File: src/rtl/reset_seq_pkg.sv
// Shared types and width helpers for the post-PLL reset sequencer.
package reset_seq_pkg;

  typedef enum logic [2:0] {
    WAIT_LOCK = 3'd0,
    STABILIZE = 3'd1,
    RELEASE   = 3'd2,
    RUN       = 3'd3,
    HOLD      = 3'd4
  } seq_state_t;

  function automatic int max3(input int a, input int b, input int c);
    int m;
    m = (a > b) ? a : b;
    return (m > c) ? m : c;
  endfunction

  // Bits needed to hold count values 0..n-1, never less than one.
  function automatic int width_for(input int n);
    return (n <= 2) ? 1 : $clog2(n);
  endfunction

endpackage

File: src/rtl/sync_2ff.sv
// Two-flop synchronizer for signals asynchronous to clk; output lags input by 2 edges.
module sync_2ff #(
  parameter int               WIDTH   = 1,
  parameter logic [WIDTH-1:0] RST_VAL = '0
) (
  input  logic             clk,
  input  logic             reset,
  input  logic [WIDTH-1:0] i_d,
  output logic [WIDTH-1:0] o_q
);

  logic [WIDTH-1:0] r_meta;
  logic [WIDTH-1:0] r_sync;

  always_ff @(posedge clk) begin
    if (reset) begin
      r_meta <= RST_VAL;
      r_sync <= RST_VAL;
    end else begin
      r_meta <= i_d;
      r_sync <= r_meta;
    end
  end

  assign o_q = r_sync;

endmodule

File: src/rtl/reset_sequencer.sv
// Post-PLL reset controller: waits for stable lock, then releases domain resets one stage
// at a time; re-asserts everything on lock loss or a software re-reset request.
module reset_sequencer
  import reset_seq_pkg::*;
#(
  parameter int NUM_DOMAINS   = 2,
  parameter int STABLE_CYCLES = 32,
  parameter int STAGE_CYCLES  = 16,
  parameter int HOLD_CYCLES   = 8
) (
  input  logic                   clk,
  input  logic                   reset,
  input  logic                   pll_locked,
  input  logic                   soft_reset_req,
  input  logic                   lock_lost_clear,
  output logic [NUM_DOMAINS-1:0] domain_reset,
  output logic                   all_ready,
  output logic                   lock_lost,
  output logic [2:0]             seq_state
);

  localparam int CNT_W = width_for(max3(STABLE_CYCLES, STAGE_CYCLES, HOLD_CYCLES));
  localparam int IDX_W = width_for(NUM_DOMAINS);

  localparam logic [CNT_W-1:0]       STABLE_LAST = CNT_W'(STABLE_CYCLES - 1);
  localparam logic [CNT_W-1:0]       STAGE_LAST  = CNT_W'(STAGE_CYCLES - 1);
  localparam logic [CNT_W-1:0]       HOLD_LAST   = CNT_W'(HOLD_CYCLES - 1);
  localparam logic [IDX_W-1:0]       IDX_LAST    = IDX_W'(NUM_DOMAINS - 1);
  localparam logic [NUM_DOMAINS-1:0] FIRST_REL   = ~(NUM_DOMAINS'(1));

  logic                   w_locked_s;
  logic [IDX_W-1:0]       w_next_idx;
  seq_state_t             r_state;
  logic [CNT_W-1:0]       r_cnt;
  logic [IDX_W-1:0]       r_idx;
  logic [NUM_DOMAINS-1:0] r_domain_reset;
  logic                   r_all_ready;
  logic                   r_lock_lost;

  sync_2ff #(
    .WIDTH  (1),
    .RST_VAL(1'b0)
  ) u_lock_sync (
    .clk  (clk),
    .reset(reset),
    .i_d  (pll_locked),
    .o_q  (w_locked_s)
  );

  assign w_next_idx = r_idx + IDX_W'(1);

  always_ff @(posedge clk) begin
    if (reset) begin
      r_state        <= WAIT_LOCK;
      r_cnt          <= '0;
      r_idx          <= '0;
      r_domain_reset <= '1;
      r_all_ready    <= 1'b0;
      r_lock_lost    <= 1'b0;
    end else begin
      // A loss detected on this edge overrides the clear assigned here.
      if (lock_lost_clear) r_lock_lost <= 1'b0;

      case (r_state)
        WAIT_LOCK: begin
          r_domain_reset <= '1;
          r_all_ready    <= 1'b0;
          r_cnt          <= '0;
          r_idx          <= '0;
          if (w_locked_s) r_state <= STABILIZE;
        end
        STABILIZE: begin
          if (!w_locked_s) begin
            r_state <= WAIT_LOCK;
            r_cnt   <= '0;
          end else if (r_cnt == STABLE_LAST) begin
            r_state        <= RELEASE;
            r_cnt          <= '0;
            r_idx          <= '0;
            r_domain_reset <= FIRST_REL;
          end else begin
            r_cnt <= r_cnt + CNT_W'(1);
          end
        end
        RELEASE, RUN, HOLD: begin
          if (!w_locked_s) begin
            r_state        <= WAIT_LOCK;
            r_cnt          <= '0;
            r_idx          <= '0;
            r_domain_reset <= '1;
            r_all_ready    <= 1'b0;
            r_lock_lost    <= 1'b1;
          end else if (r_state == RELEASE) begin
            if (r_cnt == STAGE_LAST) begin
              r_cnt <= '0;
              if (r_idx == IDX_LAST) begin
                r_state     <= RUN;
                r_all_ready <= 1'b1;
              end else begin
                r_idx          <= w_next_idx;
                r_domain_reset <= r_domain_reset & ~(NUM_DOMAINS'(1) << w_next_idx);
              end
            end else begin
              r_cnt <= r_cnt + CNT_W'(1);
            end
          end else if (r_state == RUN) begin
            r_domain_reset <= '0;
            r_all_ready    <= 1'b1;
            if (soft_reset_req) begin
              r_state        <= HOLD;
              r_cnt          <= '0;
              r_domain_reset <= '1;
              r_all_ready    <= 1'b0;
            end
          end else begin
            // Lock is already proven, so HOLD goes straight back to staged release.
            if (r_cnt == HOLD_LAST) begin
              r_state        <= RELEASE;
              r_cnt          <= '0;
              r_idx          <= '0;
              r_domain_reset <= FIRST_REL;
            end else begin
              r_cnt <= r_cnt + CNT_W'(1);
            end
          end
        end
        default: begin
          r_state        <= WAIT_LOCK;
          r_cnt          <= '0;
          r_idx          <= '0;
          r_domain_reset <= '1;
          r_all_ready    <= 1'b0;
        end
      endcase
    end
  end

  assign domain_reset = r_domain_reset;
  assign all_ready    = r_all_ready;
  assign lock_lost    = r_lock_lost;
  assign seq_state    = r_state;

endmodule

File: config.mk
export PLATFORM = sky130hd
export DESIGN_NAME = reset_sequencer
export DESIGN_NICKNAME = d
export VERILOG_FILES = /design/src/rtl/reset_seq_pkg.sv /design/src/rtl/sync_2ff.sv /design/src/rtl/reset_sequencer.sv
export SDC_FILE = /design/constraint.sdc
export NUM_CORES = 1
export LEC_CHECK = 0
export ABC_AREA = 1
export BUFFER_PORTS_ARGS = -buffer_cell sky130_fd_sc_hd__buf_2
export CORE_UTILIZATION = 40
export DETAILED_ROUTE_END_ITERATION = 6
export GPL_TIMING_DRIVEN = 0
export SLEW_MARGIN = 40
export SYNTH_ARGS = -nofsm -noshare
export SYNTH_HDL_FRONTEND = slang
export SYNTH_SLANG_ARGS = --single-unit
File: constraint.sdc
create_clock -name clk -period 1.6 [get_ports clk]
set_input_delay 0.4 -clock clk [delete_from_list [all_inputs] [get_ports clk]]
set_output_delay 0.4 -clock clk [all_outputs]
set_load 0.03 [all_outputs]
Word level (Yosys, flattened, before mapping)
Cells that the tools add are included.
- output and inout port bits: 7
- register bits: 15
- input bits: 5
- word-level logic and storage cells: 88
- mux-type cells: 49
- bitwise gates (word level): 3
- add/sub/neg operators: 2
- reductions and logical operators: 6
- eq/ne operators: 19
- shift-type cells: 1
- operators with widths (operator ; count):
    $mux W5 ; 8
    $mux W3 ; 10
    $ne A4 B4 Y1 const B ; 6
    $mux W2 ; 9
    $mux W1 ; 17
    $ne A5 B5 Y1 const B ; 2
    $pmux W5 S2 ; 1
    $reduce_and A5 Y1 ; 2
    $pmux W3 S3 ; 1
    $eq A3 B2 Y1 const B ; 2
    $reduce_and A6 Y1 ; 1
    $add A5 B1 Y5 const B ; 1
    $eq A5 B3 Y1 const B ; 1
    $eq A5 B4 Y1 const B ; 1
    $eq A5 B5 Y1 const B ; 1
    $ne A2 B1 Y1 const B ; 2
    $pmux W1 S2 ; 2
    $pmux W2 S2 ; 1
    $reduce_and A4 Y1 ; 1
    $eq A3 B1 Y1 const B ; 1
    $eq A3 B3 Y1 const B ; 1
    $logic_not A3 Y1 ; 1
    $ne A3 B3 Y1 const B ; 1
    $reduce_or A3 Y1 ; 1
    other kinds (6) ; 6

Logic depth before layout (Yosys ltp)
Gate-level depths: netlist of run 1.
- depth in word-level cells: 9
- depth in mapped cells: 12
- gate-level depth less buffers: 12

Modules after synthesis
A second synthesis of run 1 with hierarchy kept.
- cells, all modules: 156
- area, all modules: 952.2 µm²
- modules (own cells, without submodules) (module ; cells an instance ; instances ; seq. area each (µm²) ; area each (µm²)):
    reset_sequencer ; 150 ; 1 ; 260.2 ; 897.1
    sync_2ff ; 6 ; 1 ; 40.0 ; 55.1

Worst setup path before layout of run 1
No wires, ideal clock.
- kind: reg-to-reg
- start: reg r_cnt[0]
- end: reg r_state[2], in the netlist seq_state[2]
- data arrival time: 1.474 ns
- slack: 0.012 ns
- setup time: 0.114 ns
- data required time: 1.486 ns
- stages on the path, launching flop included: 12
- clock period less this slack: 1.588 ns
- path buffers: 0
- cells stage by stage: dfxtp_1 > ha_1 > nand2_1 > nor2_1 > ha_1 > inv_1 > nand4_2 > nand3_2 > nor2_4 > nand2_1 > nand2_1 > nor2_1
- word-level cells in the longest chain between the ends: 3
- elaborated cells on any way between the ends: 7
- those cells by class: eq/ne (6); reduce/logical (1)
- ends and longest elaborated chain (element ; RTL line ; source):
    from (decl) ; reset_sequencer.sv:34 ; logic [CNT_W-1:0] r_cnt;
    from (signal assigned) ; reset_sequencer.sv:82 ; r_cnt <= r_cnt + CNT_W'(1);
    from (signal assigned) ; reset_sequencer.sv:104 ; r_cnt <= r_cnt + CNT_W'(1);
    from (signal assigned) ; reset_sequencer.sv:123 ; r_cnt <= r_cnt + CNT_W'(1);
    $eq A5 B3 Y1, or another cell as far along ; reset_sequencer.sv:117 ; if (r_cnt == HOLD_LAST) begin
    $ne A5 B5 Y1 (no source line), or another cell as far along ; n/a ;
    $reduce_and A6 Y1 (no source line) * ; n/a ;
    to (signal assigned) ; reset_sequencer.sv:110 ; r_state <= HOLD;
    to (signal assigned) ; reset_sequencer.sv:118 ; r_state <= RELEASE;
    to (signal assigned) ; reset_sequencer.sv:128 ; r_state <= WAIT_LOCK;
    to (decl) ; reset_sequencer.sv:33 ; seq_state_t r_state;
Every way passes the cells marked *; elsewhere a longest branch is shown, timed or not.
A chain may end at the register's enable or synchronous reset.

Worst setup path in the final report of run 1
- start: reg r_cnt[1]
- end: reg r_state[0], in the netlist seq_state[0]
Same word-level chain as after synthesis.

==> flow_results.org, run 1 <==
** CTS
- No sink is reached through more buffers than the 2 on the longest clock path.
- Latest clock arrival within the worst-skew pair :: 0.31 ns
- Clock-pin slew was measured on the worst setup and hold paths at 0.11 ns.
- In this run the number of H-tree levels came out at 1.
- The tree is rooted in a sky130_fd_sc_hd__clkbuf_4.
- Clock net sink count :: 15
- Cts-stage hold buffer count :: 0
- TritonCTS built the clock tree.
- Number of clock buffers inserted by TritonCTS :: 3

** Global route
- Antenna violations before repair :: 0
- The first global-routing pass estimated 3636 µm of wire.
- Overall track demand over capacity in global routing :: 0.1910
- Global route total overflow :: 0
- Entering global routing, the biggest net connects 10 pins.
- Number of global-route vias before repair :: 911

** Pwr
- Seq pwr share :: 0.306
- Switch share :: 0.5032
- Clock group share of total power :: 0.135
- Leak :: 0.5884 nW
- Logic pwr share :: 0.559
- Across the VDD grid, the largest voltage drop is 667.1 µV.
- Summed over all nets, the switching power comes to 0.0009004 W.
- Internal power comes to 0.0008891 W.
- Overall power consumption :: 0.001790 W
- For this design the ratio of total power to cell area is 1538 nW/µm².

** Route
- Avg Vias per Cell :: 5.000
- Pre-antenna DRT Iters :: 4
- In the routed design, unresolved DRC markers number 0.
- The count of nets left with antenna violations once routing finished came out at 0.
- 1st-iter DRT viols :: 20
- Summing over every cut layer, the via total after detailed routing is 975.
- Final Routed Wirelength :: 2223 µm
- WL per Instance :: 11.40 µm

** Die
- The die covers 2609 µm².
- Die extent in y :: 51.08 µm
- For this design the top-level I/O count stands at 12.
- The initial utilization of the core area, before any placement, comes to 0.4314.
- Die width :: 51.08 µm
- Std cell rows :: 17
- The region available for standard cell placement spans 2233 µm².

** Yosys
- Synthesis inferred 15 register bits.
- The Yosys step of the flow raised 0 warnings.
- Most area-consuming cells after synthesis :: sky130_fd_sc_hd__dfxtp_1 (31%), sky130_fd_sc_hd__nand2_1 (16%), sky130_fd_sc_hd__nor2_1 (8.6%), sky130_fd_sc_hd__inv_1 (7.4%), sky130_fd_sc_hd__ha_1 (5.2%)
- The share of synthesized area in the top cell type comes to 0.3117.
- Count of unique library cells instantiated by Yosys :: 22
- Number of standard cells after synthesis :: 149
- When the netlist entered floorplanning its net count stood at 158.
- Area of the mapped netlist :: 963.4 µm²
- Most used DFF post-synth :: sky130_fd_sc_hd__dfxtp_1
- In this run the mean area of a mapped cell was 6.466 µm².
- After synthesis, the share of flip-flops with an asynchronous set or reset is 0.
- For this run, the register share of the synthesized area comes to 0.3117.
- Synth area leader :: sky130_fd_sc_hd__dfxtp_1
- Yosys mapped a number of flops with a built-in enable equal to 0.

** STA
- Hold Violations, Final :: 0
- Setup repair after global routing could not meet its margin everywhere.
- Actual slew at the worst max-slew pin :: 0.3512 ns
- Count of final max-slew check failures :: 0
- Worst hold-check slack :: 0.2998 ns
- Number of setup violations in the final report :: 0
- Timing-limited maximum frequency :: 631.7 MHz
- Worst slew slack as a fraction of its limit :: 0.7659
- Final critical-path setup slack :: 0.01698 ns
- Max Clock Skew :: 0.01284 ns
- Dividing the final minimum period by the clock period gives 0.9894.
- Minimum clock period :: 1.583 ns

** Cells and area
- 0 antenna diodes ended up in the layout.
- Signed area change from the synthesized netlist to the final layout :: 20.78%
- Nets :: 177
- Ratio of cells with drive above 1 in the final layout :: 0.2814

** Placed design
- Weighted congestion at the end of routability-driven global placement :: 0.8582
- Port buffering added 10 buffers.
- Once detailed placement completed, the half-perimeter wirelength came to 1621 µm.
- OpenSTA, run right after detailed placement, puts the worst setup slack at -0.1715 ns.

** Setup path
- Chain of cells forming the critical path :: ha_4 > nand2_4 > nor2_4 > ha_2 > inv_2 > nand4_1 > nand3_2 > nor2_4 > nand2_1 > nand2_1 > nor2_1
- In this run the worst path has a maximum fanout of 6.
- STA puts the critical path data arrival time at 1.80 ns.
- The largest single stage delay on the critical path is 0.36 ns.
- For this design, the slowest cell found on the critical path is sky130_fd_sc_hd__dfxtp_2.
- Data required, critical path :: 1.82 ns
- STA classifies the critical path startpoint as a flip-flop.
- Crit Path Category :: reg2reg
- The worst setup path is captured at a flip-flop.

** Hold path
- HP Class :: in2reg

** Run
- Maximum capacitance violations :: 0

** Outcome
- Run status :: finished, final reports clean
==> per-layer routing <==
| layer | up-vias | global-route usage | share of wire |
|---|---|---|---|
| li1 | 510 | - | - |
| met1 | 442 | 0.2156 | 0.47 |
| met2 | 19 | 0.3377 | 0.48 |
| met3 | 4 | 0.03571 | 0.028 |
| met4 | 0 | 0.09722 | 0.021 |
| met5 | - | 0 | 0 |
==> metrics by stage <==
stage | instances | TNS [ns] | util | instance area (µm²)
global route | 195 | -0.6527 | 0.5210 | 1164
detailed placement | 187 | -1.038 | 0.4695 | 1049
CTS | 195 | 0 | 0.5076 | 1134
finish | 195 | 0 | 0.5210 | 1164
floorplan | 149 | 0 | - | 963.4
global placement | 187 | -0.8736 | 0.4695 | 1049
==> sequential cells by signal, summed over array words and instances (netlist names) <==
register and flops:
lock_lost 1, r_cnt 5, u_lock_sync.r_meta 1, r_idx 1, seq_state 3, domain_reset 2
u_lock_sync.o_q 1, all_ready 1
==> cell usage after synthesis, types with 2 or more instances <==
cell,count
sky130_fd_sc_hd__a21oi_1,9
sky130_fd_sc_hd__dfxtp_1,15
sky130_fd_sc_hd__ha_1,4
sky130_fd_sc_hd__inv_1,19
sky130_fd_sc_hd__inv_2,3
sky130_fd_sc_hd__nand2_1,41
sky130_fd_sc_hd__nand2_2,3
sky130_fd_sc_hd__nand3_1,9
sky130_fd_sc_hd__nand3_2,5
sky130_fd_sc_hd__nand4_1,4
sky130_fd_sc_hd__nor2_1,22
sky130_fd_sc_hd__nor2_2,3
sky130_fd_sc_hd__o211ai_1,2
sky130_fd_sc_hd__o21a_1,2
==> power by group through the flow <==
stage                     Sequential, W  Combinational, W  Clock (W)
final                          0.000548           0.00100   0.000242
after global placement         0.000555          0.000944          0
after CTS                      0.000550          0.000953   0.000247
after global routing           0.000567           0.00113   0.000265
after floorplan                0.000700          0.000601          0
after detailed placement       0.000559          0.000943          0
==> final cells by class <==
class,instances,area (µm²)
Sequential cell,15,302.8
Buffer,2,11.26
Inverter,22,82.58
Tap cell,28,35.03
Fill cell,232,1070
Clock buffer,3,22.52
Multi-Input combinational cell,110,624.3
Timing Repair Buffer,14,80.08
Clock inverter,1,5.005
==> path summary, 6_finish.rpt <==
check	start	endpoint	slack, ns	cells past startpoint
setup / recovery	r_cnt[1]	seq_state[0]	0.02	11
hold reg to reg	u_lock_sync.r_meta	u_lock_sync.o_q	0.41	2
setup reg to reg	r_cnt[1]	seq_state[0]	0.02	11
hold / removal	pll_locked	u_lock_sync.r_meta	0.30	3
==> cells in the final DEF (no fill, tap or decap), types with 3 or more instances in the layout <==
cell and n:
sky130_fd_sc_hd__dfxtp_1 13, sky130_fd_sc_hd__nor2_1 20, sky130_fd_sc_hd__nor2_2 4, sky130_fd_sc_hd__nand2_1 40, sky130_fd_sc_hd__nand4_1 4, sky130_fd_sc_hd__inv_1 17
sky130_fd_sc_hd__nand3_2 6, sky130_fd_sc_hd__nand2_2 3, sky130_fd_sc_hd__nand3_1 8, sky130_fd_sc_hd__inv_2 5, sky130_fd_sc_hd__buf_4 5, sky130_fd_sc_hd__a21oi_1 8
sky130_fd_sc_hd__clkbuf_4 3, sky130_fd_sc_hd__buf_2 10
==> critical path: cells and delay by family (launching register included) <==
family / cells / cell delay [ns]
flops: 1 / 0.36
buf+inv: 1 / 0.04
simple gates: 8 / 0.78
fa+ha+maj: 2 / 0.33
==> cell families (layout without fill, tap and decap cells) <==
logic type	after synthesis	count (layout)	synth area share
AOI/OAI and AO/OA	14	14	0.08310
adders and majority gates	4	4	0.05195
buffers and inverters	24	42	0.09740
DFF	15	15	0.3117
and+or+nand+nor	92	92	0.4558
==> timing repair <==
item,in CTS,in global routing
resized for setup,8,8
pin swaps,3,6
setup endpoints to repair,10,11
buffers inserted,4,0
No activity file was read; power rests on OpenSTA's default activity.
==> run 2, diff against run 1 <==
--- a/config.mk
+++ b/config.mk
@@ -5,7 +5,6 @@
 export SDC_FILE = /design/constraint.sdc
 export NUM_CORES = 1
 export LEC_CHECK = 0
-export ABC_AREA = 1
 export BUFFER_PORTS_ARGS = -buffer_cell sky130_fd_sc_hd__buf_2
 export CORE_UTILIZATION = 40
 export DETAILED_ROUTE_END_ITERATION = 6
==> flow_results.org, run 2 <==
** Yosys
- The mean cell area of the mapped netlist was 8.279 µm² (+28%).
- Most common library cells after synthesis :: sky130_fd_sc_hd__dfxtp_1 (15), sky130_fd_sc_hd__a21oi_1 (11), sky130_fd_sc_hd__nand2_1 (8), sky130_fd_sc_hd__inv_1 (7), sky130_fd_sc_hd__nor2b_1 (7)
- Count of unique library cells instantiated by Yosys :: 44 (+100%)
- The cell area after synthesis is 993.5 µm² (+3.1%).
- Synth Register Bits :: 15 (unchanged)
- Among all flip-flop cells after synthesis, the most frequent one is sky130_fd_sc_hd__dfxtp_1.
- Syn. warnings :: 0 (unchanged)
- Synth area leader :: sky130_fd_sc_hd__dfxtp_1
- The post-synthesis net count was 129 (-18%).
- Most frequent cell after synthesis :: sky130_fd_sc_hd__dfxtp_1
- Fraction of the yosys area taken by sequential cells :: 0.3023 (-0.009421)
- The cell count after synthesis was 120 (-19%).
- The proportion of register bits with asynchronous set or reset after synthesis is 0 (unchanged).
- Post-synth EDFFs :: 0 (unchanged)
- By area the synthesized netlist is led by sky130_fd_sc_hd__dfxtp_1 (30%), sky130_fd_sc_hd__a21oi_1 (5.5%), sky130_fd_sc_hd__ha_1 (5.0%), sky130_fd_sc_hd__nor2b_1 (4.4%), sky130_fd_sc_hd__nand2b_1 (3.1%).
- The area fraction of the dominant cell type after synthesis is 0.3023 (-0.009421).

** Outcome
- Violations in the final reports :: setup timing
- The run finished, with violations left.

** Cells and area
- Leaving out fill and tap cells, the most frequent cell in the layout is sky130_fd_sc_hd__dfxtp_1.
- Nets :: 157 (-11%)
- Highest-count cells in the layout ignoring fill and taps :: sky130_fd_sc_hd__dfxtp_1 (12), sky130_fd_sc_hd__buf_2 (11), sky130_fd_sc_hd__a21oi_1 (10)
- Fraction of the core area covered by cells at the end of the flow :: 0.5888 (+0.06778)
- Ratio of cells with drive above 1 in the final layout :: 0.3810 (+0.09952)
- The design area is 1340 µm² (+15%).
- Signed area change from the synthesized netlist to the final layout :: 34.89%
- Ranked by flip-flop count, first place goes to r_cnt.
- Non-filler instance count after layout :: 175 (-10%)
- Filler instances :: 208 (-10%)
- Number of diodes added for antenna fixing :: 0 (unchanged)
- The flip-flop count of the largest register, all copies and words added is 5 (unchanged).

** Die
- Die extent in y :: 51.84 µm (+1.5%)
- The horizontal extent of the die was 51.84 µm (+1.5%).
- Area enclosed by the die boundary :: 2687 µm² (+3.0%)
- The row count is 17 (unchanged).
- The effective utilization at floorplan is 0.4365 (+0.005131).
- I/O pin count :: 12 (unchanged)
- The core area came to 2276 µm² (+1.9%).

** Setup path
- The largest driver fanout on the critical path is 6 (unchanged).
- Walking the worst path, the cells encountered are ha_4 > nand3_4 > inv_4 > ha_4 > or3b_4 > a211oi_4 > buf_6 > o2111ai_2 > a31oi_1.
- The worst path buffer plus inverter count came to 2 (+1).
- STA classifies the critical path endpoint as a flip-flop.
- The largest individual stage delay along the critical path comes from the cell sky130_fd_sc_hd__or3b_4.
- The critical path in this run is classified as reg2reg.
- Startpoint type of the worst setup path :: flip-flop
- On the critical path the largest part of the delay comes from compound AO/OA/AOI/OAI gates.
- The required time of the critical path is 1.82 ns (about the same).
- Critical Path Max Stage Delay :: 0.40 ns (+0.04 ns)
- Most frequent CP cell :: sky130_fd_sc_hd__ha_4
- Data arrival time at the worst-slack endpoint :: 2.32 ns (+0.52 ns)

** Route
- The number of DRC markers after the initial detailed-route iteration was 18 (-10%).
- The sum of met2 wire segment lengths after detailed routing was 1166 µm (+9.2%).
- Routed signal wires occupy layers up through met4.
- The final routed DRC violation total is 0 (unchanged).
- Final Routed Wirelength :: 2531 µm (+14%)
- The wire length on met1 came to 1217 µm (+17%).
- Met3 Wirelength :: 109 µm (+73%)
- The number of iterations in the first detailed-routing pass was 4 (unchanged).
- The total via count after detailed routing is 991 (+1.6%).
- Final antenna-violating net count :: 0 (unchanged)
- The final routed wire length divided by cell count is 14.46 µm (+27%).
- The mean number of vias per cell came to 5.663 (+13%).

** STA
- The final hold violation count is 0 (unchanged).
- The highest clock frequency the design can meet was 477.0 MHz (-24%).
- Max Clock Skew :: 0.0006708 ns (-0.01217 ns)
- The final worst slack was -0.4966 ns (-0.5136 ns).
- The worst slew slack as a fraction of its limit came to 0.6694 (-0.09652).
- The final worst-path cycle share is 1.310 (+0.3210).
- Count of final max-slew check failures :: 0 (unchanged)
- The final setup violation count came to 8 (+8).
- Setup repair after global routing could not meet its margin everywhere.
- Minimum clock period :: 2.097 ns (+0.5136 ns)
- Actual slew at the worst max-slew pin :: 0.4959 ns (+0.1448 ns)

** CTS
- TritonCTS built the clock tree.
- Clock root buffer :: sky130_fd_sc_hd__clkbuf_4
- The maximum root-to-sink buffer count came to 2 (unchanged).
- The clock-pin transition on the worst setup and hold timing paths came to 0.09 ns (-0.02 ns).
- Number of H-tree levels :: 1 (unchanged)
- Latest clock arrival within the worst-skew pair :: 0.29 ns (-0.02 ns)
- Clock net sink count :: 15 (unchanged)
- Number of clock buffers inserted by TritonCTS :: 3 (unchanged)
- Cts-stage hold buffer count :: 0 (unchanged)

** Pwr
- Overall power consumption :: 0.001122 W (-37%)
- The leakage component of the power came to 0.4665 nW (-21%).
- The maximum vdd drop is 732.6 µV (+9.8%).
- Cell Pwr Density :: 837.0 nW/µm² (-46%)

** Global route
- Maximum number of pins on one net before global-route repair :: 11 (+1)
- Global route total overflow :: 0 (unchanged)
- The number of global-route vias before repair was 910 (-0.11%).
- First-pass GRT wire length :: 4167 µm (+15%)
- Overall track demand over capacity in global routing :: 0.2135 (+0.02249)
- Antenna violations before repair :: 0 (unchanged)

** Run
- Maximum capacitance violations :: 0 (unchanged)

** Placed design
- The port buffer count is 11 (+1).
- The instance area after placement was 1122 µm² (+7.0%).
- The total half-perimeter wirelength after legalization and detailed placement came to 1672 µm (+3.2%).
- The placer congestion estimate is 0.8379 (-2.4%).
- The number of cells after detailed placement is 159 (-15%).

** Hold path
- HP Class :: in2reg
run 2: changes by cell type after synthesis, moves of 4 or more:
cell	change
sky130_fd_sc_hd__nand4_1	-4
sky130_fd_sc_hd__nand2b_1	+5
sky130_fd_sc_hd__nand2_1	-33
sky130_fd_sc_hd__nand3_1	-5
sky130_fd_sc_hd__nand3_2	-5
sky130_fd_sc_hd__nor2_1	-17
sky130_fd_sc_hd__nor2b_1	+7
sky130_fd_sc_hd__clkbuf_1	+5
sky130_fd_sc_hd__inv_1	-12
run 2: timing repair:
action / CTS / global route
buffers inserted: 9 / 3
pin swaps: 10 / 9
setup endpoints to repair: 9 / 11
resized for setup: 11 / 13
run 2: final timing paths:
check / from / end / slack [ns] / depth (start not counted)
worst min register to register: u_lock_sync.r_meta / u_lock_sync.o_q / 0.45 / 1
worst max-delay path: r_cnt[0] / r_cnt[2] / -0.50 / 9
worst max register to register: r_cnt[0] / r_cnt[2] / -0.50 / 9
worst min-delay path: pll_locked / u_lock_sync.r_meta / 0.31 / 2
run 2: metrics by stage:
step	TNS, ns	setup WS (ns)	hold WS, ns
3_5_place_dp	-3.043	-0.5919	0.4279
2_1_floorplan	-1.788	-0.4429	0.4138
6_report	-3.302	-0.4966	0.3118
4_1_cts	-3.018	-0.4404	0.3132
5_1_grt	-4.071	-0.5666	0.2991
3_3_place_gp	-3.017	-0.5964	0.4191
run 2: area by class of cell:
class                           instances  area [µm²]  share of cell area
Tap cell                               28       35.03             0.02614
Multi-Input combinational cell         90       740.7              0.5528
Sequential cell                        15       304.0              0.2269
Inverter                                7       28.78             0.02148
Clock buffer                            4       26.28             0.01961
Timing Repair Buffer                   23       160.2              0.1195
Buffer                                  8       45.04             0.03361
run 2: layer usage:
| metal | vias to the layer above | track usage |
|---|---|---|
| li1 | 504 | - |
| met1 | 460 | 0.2986 |
| met2 | 22 | 0.3226 |
| met3 | 5 | 0.03509 |
| met4 | 0 | 0.08559 |
| met5 | - | 0 |
run 2: cell families after synthesis:
| family | Yosys count | share of synthesized area |
|---|---|---|
| compound gates | 37 | 0.2645 |
| buf+inv | 15 | 0.06802 |
| fa+ha+maj | 4 | 0.05038 |
| simple gates | 48 | 0.2998 |
| mux | 1 | 0.01511 |
| flops | 15 | 0.3023 |
run 2: where the power goes:
| group | switching [W] | leakage [nW] | total [W] | internal (W) |
|---|---|---|---|---|
| combinational | 0.000258 | 0.328 | 0.000472 | 0.000214 |
| sequential | 0.0000158 | 0.123 | 0.000422 | 0.000406 |
| clock | 0.000131 | 0.0150 | 0.000228 | 0.0000971 |
